**src/rtl/bmc_tx_encoder.sv**
```systemverilog
// USB-PD CC transmitter: 4b5b-encodes nibbles/K-codes behind a 64-bit preamble
// and drives the BMC line (TX_EN/TX_DAT) toward the analog top.
module bmc_tx_encoder #(
  parameter int UI_CLKS  = 40,
  parameter int PRE_BITS = 64
) (
  input  logic       clk,
  input  logic       srst,
  input  logic       tx_start,
  input  logic       tx_abort,
  input  logic       in_valid,
  output logic       in_ready,
  input  logic       in_k,
  input  logic [3:0] in_data,
  input  logic       in_last,
  output logic       TX_EN,
  output logic       TX_DAT,
  output logic       busy,
  output logic       done,
  output logic       err_udr,
  output logic       err_k
);

  // state | meaning
  // IDLE  | line released, waiting for tx_start
  // PRE   | sending alternating preamble
  // DATA  | sending 4b5b symbols
  // TRAIL | line held low for one UI before release
  typedef enum logic [1:0] {ST_IDLE, ST_PRE, ST_DATA, ST_TRAIL} state_t;

  localparam int CW = $clog2(UI_CLKS);
  localparam int PW = $clog2(PRE_BITS);
  localparam logic [CW-1:0] UI_LAST  = CW'(UI_CLKS - 1);
  localparam logic [CW-1:0] UI_HALF  = CW'(UI_CLKS / 2);
  localparam logic [PW-1:0] PRE_LAST = PW'(PRE_BITS - 1);

  state_t        state_q, state_d;
  logic [CW-1:0] clk_cnt_q, clk_cnt_d;
  logic [PW-1:0] pre_cnt_q, pre_cnt_d;
  logic [2:0]    bit_cnt_q, bit_cnt_d;
  logic [4:0]    shift_q, shift_d;
  logic          sym_last_q, sym_last_d;
  logic          hold_vld_q, hold_vld_d;
  logic          hold_k_q, hold_k_d;
  logic [3:0]    hold_data_q, hold_data_d;
  logic          hold_last_q, hold_last_d;
  logic          tx_dat_q, tx_dat_d;
  logic          done_q, done_d;
  logic          err_udr_q, err_udr_d;
  logic          err_k_q, err_k_d;

  logic load, hold_take, hold_clr, cur_bit;

  // Code words are written bit4..bit0; bit0 goes on the line first.
  function automatic logic [4:0] enc_4b5b(input logic k, input logic [3:0] d);
    logic [4:0] c;
    c = 5'b01101;
    if (!k) begin
      case (d)
        4'h0: c = 5'b11110;  4'h1: c = 5'b01001;  4'h2: c = 5'b10100;  4'h3: c = 5'b10101;
        4'h4: c = 5'b01010;  4'h5: c = 5'b01011;  4'h6: c = 5'b01110;  4'h7: c = 5'b01111;
        4'h8: c = 5'b10010;  4'h9: c = 5'b10011;  4'hA: c = 5'b10110;  4'hB: c = 5'b10111;
        4'hC: c = 5'b11010;  4'hD: c = 5'b11011;  4'hE: c = 5'b11100;  default: c = 5'b11101;
      endcase
    end else if (!d[3]) begin
      case (d[2:0])
        3'd0: c = 5'b11000;
        3'd1: c = 5'b10001;
        3'd2: c = 5'b00111;
        3'd3: c = 5'b11001;
        3'd5: c = 5'b00110;
        default: c = 5'b01101;
      endcase
    end
    return c;
  endfunction

  always_comb begin
    state_d     = state_q;
    clk_cnt_d   = clk_cnt_q;
    pre_cnt_d   = pre_cnt_q;
    bit_cnt_d   = bit_cnt_q;
    shift_d     = shift_q;
    sym_last_d  = sym_last_q;
    hold_vld_d  = hold_vld_q;
    hold_k_d    = hold_k_q;
    hold_data_d = hold_data_q;
    hold_last_d = hold_last_q;
    tx_dat_d    = tx_dat_q;
    done_d      = 1'b0;
    err_udr_d   = 1'b0;
    hold_take   = 1'b0;
    hold_clr    = 1'b0;
    load        = in_valid && !hold_vld_q;
    err_k_d     = load && in_k && (in_data[3] || (in_data[2:0] > 3'd5));
    cur_bit     = (state_q == ST_PRE) ? !pre_cnt_q[0] : shift_q[0];

    case (state_q)
      ST_IDLE: begin
        if (tx_start) begin
          state_d   = ST_PRE;
          tx_dat_d  = 1'b1;
          clk_cnt_d = UI_LAST;
          pre_cnt_d = PRE_LAST;
        end
      end
      ST_PRE, ST_DATA: begin
        if (tx_abort) begin
          state_d   = ST_TRAIL;
          tx_dat_d  = 1'b0;
          clk_cnt_d = UI_LAST;
          hold_clr  = 1'b1;
        end else if (clk_cnt_q == '0) begin
          clk_cnt_d = UI_LAST;
          tx_dat_d  = !tx_dat_q;
          if (state_q == ST_PRE && pre_cnt_q != '0) begin
            pre_cnt_d = pre_cnt_q - 1'b1;
          end else if (state_q == ST_DATA && bit_cnt_q != 3'd0) begin
            shift_d   = {1'b0, shift_q[4:1]};
            bit_cnt_d = bit_cnt_q - 3'd1;
          end else if (state_q == ST_DATA && sym_last_q) begin
            state_d  = ST_TRAIL;
            tx_dat_d = 1'b0;
          end else if (hold_vld_q) begin
            state_d    = ST_DATA;
            shift_d    = enc_4b5b(hold_k_q, hold_data_q);
            bit_cnt_d  = 3'd4;
            sym_last_d = hold_last_q;
            hold_take  = 1'b1;
          end else begin
            state_d   = ST_TRAIL;
            tx_dat_d  = 1'b0;
            err_udr_d = 1'b1;
          end
        end else begin
          clk_cnt_d = clk_cnt_q - 1'b1;
          // mid-bit transition marks a '1'
          if (clk_cnt_q == UI_HALF && cur_bit) tx_dat_d = !tx_dat_q;
        end
      end
      ST_TRAIL: begin
        if (clk_cnt_q == '0) begin
          state_d = ST_IDLE;
          done_d  = 1'b1;
        end else begin
          clk_cnt_d = clk_cnt_q - 1'b1;
        end
      end
      default: state_d = ST_IDLE;
    endcase

    // abort clear beats a same-cycle load; a fetch frees the slot for it
    if (hold_clr) begin
      hold_vld_d = 1'b0;
    end else if (load) begin
      hold_vld_d  = 1'b1;
      hold_k_d    = in_k;
      hold_data_d = in_data;
      hold_last_d = in_last;
    end else if (hold_take) begin
      hold_vld_d = 1'b0;
    end
  end

  always_ff @(posedge clk) begin
    if (srst) begin
      state_q     <= ST_IDLE;
      clk_cnt_q   <= '0;
      pre_cnt_q   <= '0;
      bit_cnt_q   <= '0;
      shift_q     <= '0;
      sym_last_q  <= 1'b0;
      hold_vld_q  <= 1'b0;
      hold_k_q    <= 1'b0;
      hold_data_q <= '0;
      hold_last_q <= 1'b0;
      tx_dat_q    <= 1'b0;
      done_q      <= 1'b0;
      err_udr_q   <= 1'b0;
      err_k_q     <= 1'b0;
    end else begin
      state_q     <= state_d;
      clk_cnt_q   <= clk_cnt_d;
      pre_cnt_q   <= pre_cnt_d;
      bit_cnt_q   <= bit_cnt_d;
      shift_q     <= shift_d;
      sym_last_q  <= sym_last_d;
      hold_vld_q  <= hold_vld_d;
      hold_k_q    <= hold_k_d;
      hold_data_q <= hold_data_d;
      hold_last_q <= hold_last_d;
      tx_dat_q    <= tx_dat_d;
      done_q      <= done_d;
      err_udr_q   <= err_udr_d;
      err_k_q     <= err_k_d;
    end
  end

  assign in_ready = !hold_vld_q;
  assign TX_EN    = (state_q != ST_IDLE);
  assign busy     = (state_q != ST_IDLE);
  assign TX_DAT   = tx_dat_q;
  assign done     = done_q;
  assign err_udr  = err_udr_q;
  assign err_k    = err_k_q;

endmodule

```
**config.mk**
```make
export PLATFORM = sky130hd
export DESIGN_NAME = bmc_tx_encoder
export DESIGN_NICKNAME = d
export VERILOG_FILES = /design/src/rtl/bmc_tx_encoder.sv
export SDC_FILE = /design/constraint.sdc
export NUM_CORES = 1
export LEC_CHECK = 0
export ABC_AREA = 1
export CAP_MARGIN = 20
export CORE_UTILIZATION = 31
export DETAILED_ROUTE_END_ITERATION = 6
export PLACE_DENSITY = 0.53
export SYNTH_ARGS = -nofsm -noshare
export SYNTH_HDL_FRONTEND = slang
export SYNTH_SLANG_ARGS = --single-unit
```
**constraint.sdc**
```tcl
create_clock -name clk -period 2 [get_ports clk]
set_input_delay 0.3 -clock clk [delete_from_list [all_inputs] [get_ports clk]]
set_output_delay 0.3 -clock clk [all_outputs]
set_load 0.01 [all_outputs]
```
* After elaboration in Yosys (flattened, before gate mapping) *
Memory sizes are Yosys's and may differ from the RTL's. A register that Yosys moved wholly into a read port is not among the register bits.
Index checks and enable logic that the tools add are counted.

word-level totals
  ROM bits = 80
  register bits after elaboration = 34
  memories = 1
  latch bits = 0
  memory bits (writable) = 0
  output and inout port bits = 7

operators by class
  $mul = 0
  divide/modulo/power cells = 0
  mux-type cells = 53
  add/subtract/negate cells = 3
  reduce and logical (&&, ||, !) cells = 31
  bitwise gates (word level) = 8
  magnitude comparators = 1
  shifts and indexed selects = 0
  eq/ne operators = 19

memory list
  name             depth  width  read ports  clocked after memory_dff  wr ports  RTL line  text
  (no name shown)  16     5      1           1                         0         59        case (d)

operator list
  kind                                               count
  2-to-1 mux 6 bit                                   8
  2-to-1 mux 5 bit                                   5
  one-hot mux 5 bit (5 select lines)                 1
  2-to-1 mux 1 bit                                   24
  one-hot mux 6 bit (3 select lines)                 1
  != test 2 bit (second input constant)              7
  2-to-1 mux 2 bit                                   6
  one-hot mux 6 bit (2 select lines)                 1
  subtractor 6 x 1 -> 6 bit (second input constant)  2
  AND reduction 5 bit                                2
  2-to-1 mux 3 bit                                   3
  != test 3 bit (second input constant)              3
  2-to-1 mux 4 bit                                   2
  inverter 1 bit                                     8
  nonzero test 2 bit                                 4
  logical AND 1 bit                                  7
  AND reduction 7 bit                                1
  OR reduction 7 bit                                 1
  == test 3 x 2 -> 1 bit (second input constant)     2
  == test 6 x 5 -> 1 bit (second input constant)     1
  zero test 6 bit                                    1
  one-hot mux 2 bit (3 select lines)                 1
  AND reduction 6 bit                                1
  nonzero test 6 bit                                 1
  other kinds (16)                                   22

* Longest topological paths before layout *
  depth after elaboration = 10
  gate-level depth with buffers = 13
  depth with buffers taken out = 12

* Worst setup path after synthesis *
Ideal clock, no wire load.

  kind = flip-flop to flip-flop
  start point = register state_q[0]
  end point = register (tool-made name)
  path buffers = 1
  data required time = 1.881 ns
  stages on the path, launching flop included = 12
  path slack = 0.353 ns
  arrival = 1.528 ns
  cell sequence = dfxtp_1 -> inv_1 -> ha_1 -> buf_4 -> nand2_2 -> inv_2 -> nor2_4 -> nor2_1 -> nor3_2 -> inv_2 -> nand2_1 -> nand3_1

RTL lines
  what                      RTL line  text
  start: declaration        37        state_t state_q, state_d;
  start signal: assignment  182       state_q <= state_d;

* Worst setup path in the final report *
  start point = register state_q[0]
  end point = output port TX_EN

on the way
  longest elaborated chain between the ends = 1

RTL lines
  what                RTL line  text
  nonzero test 2 bit  200       assign TX_EN = (state_q != ST_IDLE);
  end: declaration    16        output logic TX_EN,

No other way between the ends.

==> results.md <==
Clock tree:
- After clock tree synthesis, the clock-pin slew on the worst setup and hold paths is approximately 0.090 ns.
- The clock passes through at most 2 buffers.
- The number of H-tree levels is 2.
- TritonCTS built the clock tree.
- The post-cts repair resize count is 0.
- The post-CTS setup buffer count is 0.
- The clock sink count is 39.
- The clock latency reported for the late side of the worst-skew pair is around 0.29 ns.
- In this run the clock root is driven by a clkbuf_8.
- The number of hold buffers added after CTS was 0.
- The number of clock buffers inserted by TritonCTS is 5.

Floorplan:
- In this run the core area contains 30 standard-cell rows.
- The area of the die is 7519 um2.
- The overall die width is 86.71 um.
- The count of pins on the block boundary is 18.
- The core region is 6869 um2.
- The vertical die dimension is 86.71 um.
- The initial utilization of the core area, before any placement, comes to 0.3239.

Drt:
- Using the TritonRoute via totals, the vias-per-cell ratio works out to around 4.5.
- After detailed routing, the average wire length per cell comes to 11.10 um.
- Before antenna repair, the detailed router went through 4 iterations.
- The routed layout has 2081 vias.
- After detailed routing, the number of remaining DRC violations is 0.
- The remaining number of nets flagged by the antenna check after routing is 0.
- For this block, the initial DRC count from the detailed router was 63.
- For this block, the routed nets add up to roughly 5100 um of wire.

STA:
- The total setup violations reported at the end of the flow is 0.
- The clock period could shrink to 1.858 ns.
- Headroom to the max-slew limit came out at 0.7101.
- For the pin with the worst max-slew slack, the measured transition is 0.4333 ns.
- The count of final hold-check violations is 0.
- Across the routed clock network, the largest skew measured is roughly 0.012 ns.
- Setup repair after global routing left no endpoint under its margin.
- Based on the critical path, the design can be clocked at up to 0.5381 GHz.
- The aggregate negative setup slack is 0 ns.
- The final count of pins violating max slew was 0.
- The final critical-path share of the clock period is 0.9291.

Setup path:
- The signal on the critical path passes through inv_1 -> ha_1 -> inv_2 -> clkdlybuf4s50_1.
- The worst setup path is captured at an output port.
- Counting both buffers and inverters, the worst setup path holds a total of 3.
- Data arrives at the worst endpoint at 1.56 ns.
- The library cell contributing the largest single delay on the critical path is clkdlybuf4s50_1.
- The worst setup path is launched from a flop.
- The maximum cell stage delay along the critical path is 0.53 ns.
- The cell type group with the largest total delay on the critical path is buffers and inverters.
- The type of the worst setup path is flop to output port.
- Data on the critical path is required at its endpoint by 1.70 ns.
- The maximum fanout encountered on the critical timing path is 4.

Synth:
- Of the total synthesized cell area, the portion taken by XOR and XNOR cells is 0.003937.
- Counting flops with a built-in enable in the synthesized netlist gives 0.
- The fraction of the mapped netlist area in compound gates is 0.1164.
- The flip-flop cell with the highest count after synthesis is dfxtp_1.
- The share of the Yosys chip area taken by registers is 0.3510.
- The total number of yosys warnings is 0.
- Of all cell types, the one taking the most synthesized area is dfxtp_1.
- The share of Yosys cell area claimed by the top area cell type is 0.3510.
- The number of cells produced by synthesis is 340.
- The average cell area after synthesis is 6.543 um2.
- The post-synthesis simple-gate area fraction is 0.3802.
- Of all flip-flops after synthesis, the portion carrying an async set or reset was 0.
- Counting flops and latches in the post-synthesis netlist gives 39.
- Summing every instance area after synthesis gives 2225 um2.
- The mux contribution to synthesized area is 0.
- The distinct cell type count after synthesis is 31.
- After synthesis, the largest family of logic cells by area is simple AND/OR/NAND/NOR gates.
- Of the total synthesized cell area, the portion taken by full adders, half adders and majority gates is 0.05624.
- The net count after synthesis is 361.
- Yosys attributes the largest share of cell area to dfxtp_1, nand2_1, nor2_1.

Power and ir drop:
- Internal power comes to 0.001967 W.
- The reported leakage power is 1.203 nW.
- The switching power is 0.001631 W.
- The share of total power dissipated in combinational logic is 0.530.
- The sequential power share is 0.322.
- Of the total power, the share spent switching nets is 0.4534.
- The power density over the cells is ~1400 nW/um2.
- The clock share of power is 0.147.
- The worst-case IR drop observed on VDD is ~0.00038 V.

Worst hold path:
- The type of the tightest min-delay check is flop to flop.

Global routing:
- The total overflow left after global routing is 0.
- The number of antenna violations at the first check in global routing is 0.
- The via count of the first global-routing pass is 1997.
- Entering global routing, the biggest net connects 14 pins.
- The wire length of the first global-routing pass is slightly below 9000 um.
- The overall routing resource usage is 0.1517.

Run:
- Across the run, the number of max-cap violations was 0.

Final layout:
- The footprint of the multi-input gates is 1241 um2.
- The proportion of layout cells with a drive suffix above 1 is 0.1374.
- The area growth from synthesis to final layout is 17.32%.
- 0 antenna diodes ended up in the layout.
- Summing all flip-flop and latch instances after layout gives approximately 800 um2.
- The library cell used most frequently in the layout, excluding fill and tap cells, is nand2_1.
- The count of fill cells added during filler insertion is 755.
- The final net count is 384.
- Excluding fillers, the count of instances in the completed layout stands at 460.
- Leaving out fill and tap cells, the most frequent cells in the layout are nand2_1, nor2_1, dfxtp_1.

Placement:
- The global placement routability congestion is between 0.7 and 0.8.
- Detailed placement finished with a half-perimeter wire length of 3920 um.
- After detailed placement, the design holds a cell count of 452.
- The quantity of I/O buffers inserted on ports is 17.

Status:
- The flow ran to the end, and the final reports show no timing, DRC or antenna violations.
Yosys cell counts, types with 2 or more instances:
cell type / n
a21oi_1: 17
buf_2: 2
buf_4: 2
clkbuf_1: 2
dfxtp_1: 39
ha_1: 10
inv_1: 35
inv_2: 11
nand2_1: 78
nand2_2: 3
nand3_1: 25
nand3_2: 2
nor2_1: 58
nor2_2: 6
nor2_4: 3
nor3_1: 4
o21ai_0: 14
o21ai_1: 10
o21bai_1: 2
or2_2: 6
final timing paths:
check                             from  cells past startpoint                        end  slack (ns)
max            state_q[0]$_SDFFE_PP0P_                      4                      TX_EN        0.14
min          pre_cnt_q[0]$_SDFFE_PP0P_                      2  pre_cnt_q[0]$_SDFFE_PP0P_        0.49
max reg2reg    state_q[0]$_SDFFE_PP0P_                     10                       flop        0.25
min reg2reg  pre_cnt_q[0]$_SDFFE_PP0P_                      2  pre_cnt_q[0]$_SDFFE_PP0P_        0.49
through the flow:
step	instance area, um2	total power [W]	util	setup slack (ns)	hold slack [ns]
after global placement	2520	0.003076	0.3668	0.1462	0.4687
after global routing	2610	0.003978	0.3800	0.03885	0.5213
after floorplan	2225	0.002611	-	0.3529	0.3961
final	2610	0.003598	0.3800	0.1417	0.4929
after detailed placement	2520	0.003086	0.3668	0.1500	0.4828
after CTS	2605	0.003628	0.3792	0.07678	0.4977
cells by family (layout without fill, tap and decap cells):
| kind of cell | Yosys count | after routing |
|---|---|---|
| AND/OR/NAND/NOR | 190 | 190 |
| buffers and inverters | 52 | 76 |
| AO/OA/AOI/OAI | 48 | 48 |
| flip-flops | 39 | 39 |
| adder cells (fa/ha/maj) | 10 | 10 |
| XOR/XNOR | 1 | 1 |
power by group through the flow:
stage / combinational (W) / sequential, W / clock, W
finish: 0.00191 / 0.00116 / 0.000530
CTS: 0.00192 / 0.00116 / 0.000549
detailed placement: 0.00191 / 0.00117 / 0
floorplan: 0.00147 / 0.00114 / 0
global route: 0.00220 / 0.00119 / 0.000586
global placement: 0.00190 / 0.00117 / 0
worst min-delay path, delay by kind of cell, from the launching register on:
family / cells / cell delay (ns)
flops: 1 / 0.32
simple gates: 2 / 0.14
layer usage:
| metal | GRT usage | routed length [um] | vias to the layer above |
|---|---|---|---|
| met2 | 0.2489 | 2202 | 35 |
| met5 | 0 | 0 | - |
| met3 | 0.03048 | 186 | 5 |
| met4 | 0.04091 | 40 | 0 |
| met1 | 0.2028 | 2677 | 923 |
| li1 | - | - | 1118 |
cell type report:
| class | instances | share of cell area |
|---|---|---|
| tap | 96 | 0.04602 |
| sequential | 39 | 0.3001 |
| timing repair buffer | 22 | 0.07958 |
| clock inverter | 2 | 0.004794 |
| multi-input combinational | 249 | 0.4756 |
| clock buffer | 6 | 0.02780 |
| inverter | 46 | 0.06616 |
No activity file was read; power rests on OpenSTA's default activity.
